==> config.mk <==
export PLATFORM = sky130hd
export DESIGN_NAME = scan_decoder_flat
export DESIGN_NICKNAME = d
export VERILOG_FILES = /design/src/rtl/scan_decoder_pkg.sv /design/src/rtl/scan_decoder_if.sv /design/src/rtl/scan_tick.sv /design/src/rtl/scan_decoder.sv /design/src/flat_wrapper.sv
export SDC_FILE = /design/constraint.sdc
export NUM_CORES = 1
export LEC_CHECK = 0
export CAP_MARGIN = 15
export CORE_MARGIN = 8
export CORE_UTILIZATION = 56
export DETAILED_ROUTE_END_ITERATION = 10
export GPL_TIMING_DRIVEN = 1
export HOLD_SLACK_MARGIN = 0.06
export MAX_ROUTING_LAYER = met4
export PLACE_DENSITY = 0.88
export SLEW_MARGIN = 20
export SYNTH_ARGS = -nofsm -noshare
export SYNTH_HDL_FRONTEND = slang
export SYNTH_SLANG_ARGS = --single-unit
==> constraint.sdc <==
create_clock -name clk -period 3.8 [get_ports clk]
set_clock_uncertainty 0.05 [all_clocks]
set_input_delay 0.57 -clock clk [delete_from_list [all_inputs] [get_ports clk]]
set_output_delay 0.57 -clock clk [all_outputs]
set_load 0.01 [all_outputs]
==> src/rtl/scan_decoder_pkg.sv <==
// Shared constants and helpers for the scan_decoder block.
// Mode encodings plus the active-low one-hot pattern generator used by the decode stage.
package scan_decoder_pkg;

    localparam logic MODE_DIRECT = 1'b0;
    localparam logic MODE_SCAN   = 1'b1;

    localparam int unsigned MAX_SEL_W = 6;
    localparam int unsigned MAX_N     = 1 << MAX_SEL_W;

    // Active-low one-hot: only bit idx is low; an out-of-range idx yields all ones.
    function automatic logic [MAX_N-1:0] onehot_n(input logic [MAX_SEL_W-1:0] idx,
                                                  input int unsigned          width);
        logic [MAX_N-1:0] pat;
        pat = '1;
        if (32'(idx) < width) begin
            pat[idx] = 1'b0;
        end
        return pat;
    endfunction

endpackage

==> src/rtl/scan_decoder_if.sv <==
// Control/data bundle between a scan_decoder and whatever drives it.
// The master side supplies enables, mode and addressing; the slave side returns the decoded selects.
interface scan_decoder_if #(
    parameter int unsigned SEL_W = 3,
    parameter int unsigned DIV_W = 16
);
    localparam int unsigned N = 1 << SEL_W;

    logic             g1;
    logic             not_g2;
    logic             not_g3;
    logic             mode;
    logic             load;
    logic [SEL_W-1:0] sel;
    logic [DIV_W-1:0] div;
    logic [N-1:0]     not_y;
    logic [SEL_W-1:0] idx;
    logic             wrap;

    modport master (
        output g1, not_g2, not_g3, mode, load, sel, div,
        input  not_y, idx, wrap
    );

    modport slave (
        input  g1, not_g2, not_g3, mode, load, sel, div,
        output not_y, idx, wrap
    );

endinterface

==> src/rtl/scan_tick.sv <==
// Dwell prescaler for scan mode: counts 0..div while running and flags the step cycle.
// tick is combinational so the index can advance on the same edge the count is reached.
module scan_tick #(
    parameter int unsigned DIV_W = 16
) (
    input  logic             clk,
    input  logic             rst,
    input  logic             run,
    input  logic             clr,
    input  logic [DIV_W-1:0] div,
    output logic             tick
);

    logic [DIV_W-1:0] cnt;

    // >= rather than == so lowering div below the running count steps immediately.
    assign tick = run && (cnt >= div);

    // Holding (not clearing) while stopped lets a paused dwell resume where it left off.
    always_ff @(posedge clk or posedge rst) begin
        if (rst) begin
            cnt <= '0;
        end else if (clr) begin
            cnt <= '0;
        end else if (run) begin
            cnt <= tick ? '0 : cnt + DIV_W'(1);
        end
    end

endmodule

==> src/rtl/scan_decoder.sv <==
// Registered, enable-gated active-low N-way decoder with direct-load and auto-scan indexing.
// idx, not_y and wrap all come straight from flops, so the selects are glitch-free.
module scan_decoder
    import scan_decoder_pkg::*;
#(
    parameter int unsigned SEL_W = 3,
    parameter int unsigned DIV_W = 16
) (
    input  logic     clk,
    input  logic     rst,
    scan_decoder_if.slave bus
);

    localparam int unsigned N = 1 << SEL_W;

    logic             en;
    logic             scan;
    logic             tick;
    logic             step;
    logic [SEL_W-1:0] idx_q;
    logic [SEL_W-1:0] idx_next;
    logic [N-1:0]     not_y_q;
    logic [N-1:0]     not_y_next;
    logic             wrap_q;
    logic             wrap_next;

    assign en   = bus.g1 & ~bus.not_g2 & ~bus.not_g3;
    assign scan = (bus.mode == MODE_SCAN);
    assign step = en & scan & tick;

    // Prescaler sits at zero in direct mode so a switch to scan starts a full dwell.
    scan_tick #(
        .DIV_W (DIV_W)
    ) u_tick (
        .clk  (clk),
        .rst  (rst),
        .run  (en & scan),
        .clr  (~scan),
        .div  (bus.div),
        .tick (tick)
    );

    // Next index first, then decode from it so not_y and idx always agree.
    always_comb begin
        idx_next   = idx_q;
        wrap_next  = 1'b0;
        not_y_next = '1;
        if (step) begin
            idx_next  = idx_q + SEL_W'(1);
            wrap_next = (idx_q == SEL_W'(N - 1));
        end else if (en && !scan && bus.load) begin
            idx_next = bus.sel;
        end
        if (en) begin
            not_y_next = N'(onehot_n(MAX_SEL_W'(idx_next), N));
        end
    end

    always_ff @(posedge clk or posedge rst) begin
        if (rst) begin
            idx_q   <= '0;
            not_y_q <= '1;
            wrap_q  <= 1'b0;
        end else begin
            idx_q   <= idx_next;
            not_y_q <= not_y_next;
            wrap_q  <= wrap_next;
        end
    end

    assign bus.idx   = idx_q;
    assign bus.not_y = not_y_q;
    assign bus.wrap  = wrap_q;

endmodule

==> src/flat_wrapper.sv <==
// flat-port wrapper written by rule: the top's interface ports become plain ports
module scan_decoder_flat import scan_decoder_pkg::*;
#(
    parameter int unsigned SEL_W = 3,
    parameter int unsigned DIV_W = 16
)
  (clk, rst, bus_g1, bus_not_g2, bus_not_g3, bus_mode, bus_load, bus_sel, bus_div, bus_not_y, bus_idx, bus_wrap);
  scan_decoder_if #(.SEL_W(SEL_W), .DIV_W(DIV_W)) bus_i ();
  input  logic clk;
  input  logic rst;
  input wire logic [$bits(bus_i.g1)-1:0] bus_g1;
  input wire logic [$bits(bus_i.not_g2)-1:0] bus_not_g2;
  input wire logic [$bits(bus_i.not_g3)-1:0] bus_not_g3;
  input wire logic [$bits(bus_i.mode)-1:0] bus_mode;
  input wire logic [$bits(bus_i.load)-1:0] bus_load;
  input wire logic [$bits(bus_i.sel)-1:0] bus_sel;
  input wire logic [$bits(bus_i.div)-1:0] bus_div;
  output wire logic [$bits(bus_i.not_y)-1:0] bus_not_y;
  output wire logic [$bits(bus_i.idx)-1:0] bus_idx;
  output wire logic [$bits(bus_i.wrap)-1:0] bus_wrap;
  assign bus_i.g1 = bus_g1;
  assign bus_i.not_g2 = bus_not_g2;
  assign bus_i.not_g3 = bus_not_g3;
  assign bus_i.mode = bus_mode;
  assign bus_i.load = bus_load;
  assign bus_i.sel = bus_sel;
  assign bus_i.div = bus_div;
  assign bus_not_y = bus_i.not_y;
  assign bus_idx = bus_i.idx;
  assign bus_wrap = bus_i.wrap;
  scan_decoder #(.SEL_W(SEL_W), .DIV_W(DIV_W)) u_core (.clk(clk), .rst(rst), .bus(bus_i));
endmodule
==> summary.md <==
| Metric | Value |
|---|---|
| Status | `finished, final reports clean` |
| Most common cell in the netlist | `nand2_1` |
| EDFF count, synth | `0` |
| Largest net degree at the start of global routing | `29` |
| Worst R2R Path Depth | `9` |
| Post-Syn Area | `0.00191 mm²` |
| Syn Area/Cell | `9.19 µm²` |
| Number of global-route vias before repair | `1,690` |
| Total power | `681 µW` |
| Share of layout cells above drive strength 1 | `0.101` |
| Distinct cell type count after synthesis | `40` |
| VDD IR-drop max | `185 µV` |
| Routed len/inst | `14.6 µm` |
| Nets | `293` |
| Crit path DAT | `3.03 ns` |
| Chip height | `74.4 µm` |
| M1 GR Usage | `0.213` |
| Initial Util | `0.577` |
| Worst setup SP type | `primary input` |
| Pwr per Cell Area | `285 mW/mm²` |
| Final hold vios | `0` |
| Initial antenna violation count | `0` |
| Worst r2r src | `u_core.u_tick.cnt[0]` |
| Crit path max-delay family | `compound AO/OA/AOI/OAI gates` |
| Ys Warns | `0` |
| H-tree Lvls | `1` |
| Crit. End Element | `flop` |
| Fmax achieved | `353 MHz` |
| Multi-input gate area | `0.00110 mm²` |
| Worst path bufs/invs | `2` |
| Vias per cell | `5.75` |
| CP required | `3.99 ns` |
| LEAKAGE | `0.00105 µW` |
| Hold path startpoint | `u_core.u_tick.cnt[14]` |
| Hpwl dp | `3300 µm` |
| Reg2Reg Capture Point | `u_core.bus.idx[1]` |
| Post-route setup TNS | `0 ns` |
| Root Buffer | `clkbuf_4` |
| Placeable Area | `0.00331 mm²` |
| DR iter-0 viols | `145` |
| Post-route non-filler standard cell count | `293` |
| Total congestion overflow | `0` |
| Seq/Total Area, Yosys | `0.372` |
| Gr busiest metal | `met2` |
| Synth area leader | `dfrtp_1` |
| Crit path to | `u_core.bus.idx[1]` |
| Synth async-reset ratio | `1.00` |
| All-layer global routing usage | `0.176` |
| Placed cells | `289` |
| Final period util | `0.746` |
| Register area | `711 µm²` |
| TritonCTS sink count | `28` |
| CP Cell Sequence | `clkdlybuf4s50_1, ha_1, nand2b_1, a2111oi_0, nor4b_2, nor3_1, nor2_1, buf_4, mux2_1` |
| Dpl ws | `0.584 ns` |
| RSZ-0062 raised after global routing | `false` |
| Routed wire length | `4280 µm` |
| Rel. slew slack | `0.500` |
| Max-slew violations | `0` |
| Max-Cap Viols | `0` |
| Slowest stage delay, CP | `0.70 ns` |
| Ant diodes | `0` |
| R2r setup slk | `1.12 ns` |
| CP max FO | `12` |
| Die W | `74.4 µm` |
| Slowest CP cell | `a2111oi_0` |
| Pin slew with the least headroom to its limit | `0.731 ns` |
| Worst setup startpoint | `bus_div[0]` |
| Post-synth top area share | `0.262` |
| GRT met2 Usage | `0.286` |
| First-pass iteration count of the detailed router | `4` |
| First-pass GRT wire length | `7490 µm` |
| Vias | `1,686` |
| Clock slew at reported path FFs | `0.16 ns` |
| Port Buf Inserts | `37` |
| Max Root-Sink Buffers | `2` |
| Syn nets | `253` |
| Endpoints failing setup | `0` |
| Core Util, Final | `0.721` |
| Worst setup margin | `0.965 ns` |
| CTS tree | `built` |
| Io pins | `38` |
| Area growth syn-to-layout | `24.9%` |
| Most used DFF post-synth | `dfrtp_1` |
| Synth Register Bits | `28` |
| Met3 usage | `0.0148` |
| Ranking of synthesized cells by area | `dfrtp_1 (26%), ha_1 (12%), dfstp_2 (11%)` |
| Logic depth of the worst path, buffers included | `9` |
| Post-Syn Instances | `208` |
| Fill count | `264` |
| DIE AREA | `0.00554 mm²` |
| Row Count | `21` |
| Post-CTS Resized | `0` |
| RePlAce Congestion | `0.826` |
| Hold buffers post-CTS | `0` |
| Worst Hold Class | `flop to flop` |
| Min Tclk post-route | `2.83 ns` |
| DRC Markers | `0` |
| TritonCTS Buffers | `3` |
| Worst-Skew Late Latency | `0.34 ns` |
| Post CTS Setup Buffer Count | `0` |
| Commonest cells post-synth | `nand2_1 (23), dfrtp_1 (20), ha_1 (19), inv_1 (19), a21oi_1 (14)` |
| Worst hold path depth | `1` |
| Critical path class | `primary input to flop` |
| Post-DRT Antenna Nets | `0` |
## layout make-up
class                           count  share of cell area
Clock buffer                        3             0.00943
Clock inverter                      1              0.0126
Inverter                           19              0.0299
Multi-Input combinational cell    156               0.462
Sequential cell                    28               0.298
Tap cell                           46              0.0241
Timing Repair Buffer               40               0.164
## state kept, by name, summed over array words and instances (netlist names)
name               flops
u_core.bus.wrap        1
u_core.bus.not_y       8
u_core.bus.idx         3
u_core.u_tick.cnt     16
## placed cells by master, fill, tap and decap left out, drive strengths merged, types with 4 or more instances in the layout
cell type,instances
dfstp,8
and3,5
clkdlybuf4s50,37
mux2,5
nand2b,7
nor4,5
inv,19
nand3,7
mux2i,11
ha,19
a31oi,12
a21oi,14
o21ai,4
nand2,23
nor3,10
nor2,11
dfrtp,20
## worst min path at each step
stage / endpoint / slack (ns)
detailed placement: u_core.u_tick.cnt[10] / 0.47
finish: u_core.u_tick.cnt[14] / 0.49
floorplan: u_core.u_tick.cnt[10] / 0.43
global placement: u_core.u_tick.cnt[10] / 0.45
CTS: u_core.u_tick.cnt[14] / 0.49
global route: u_core.u_tick.cnt[10] / 0.51
## power by group
part | leakage [µW] | switching [µW] | internal (µW)
logic | 0.000660 | 84.2 | 73.5
clock network | 0.0000279 | 93.0 | 107
registers | 0.000358 | 12.6 | 311
## kinds of logic (layout without fill, tap and decap cells)
logic type	Yosys count	after routing	share of synthesized area
compound gates	39	39	0.128
xor+xnor	1	1	0.00458
fa+ha+maj	19	19	0.124
buf+inv	24	63	0.0556
flops	28	28	0.372
mux	16	16	0.0870
simple gates	81	81	0.228
## metal layers
metal,share of wire,vias up
met1,0.46,805
met2,0.49,38
met4,0.018,0
met5,0,-
li1,-,839
met3,0.029,4
## through the flow
step	area (µm²)	hold slack, ns
after floorplan	1910	0.425
after global routing	2390	0.508
final	2390	0.488
after CTS	2390	0.493
after global placement	2340	0.448
after detailed placement	2340	0.473
No activity file was read; power rests on OpenSTA's default activity.
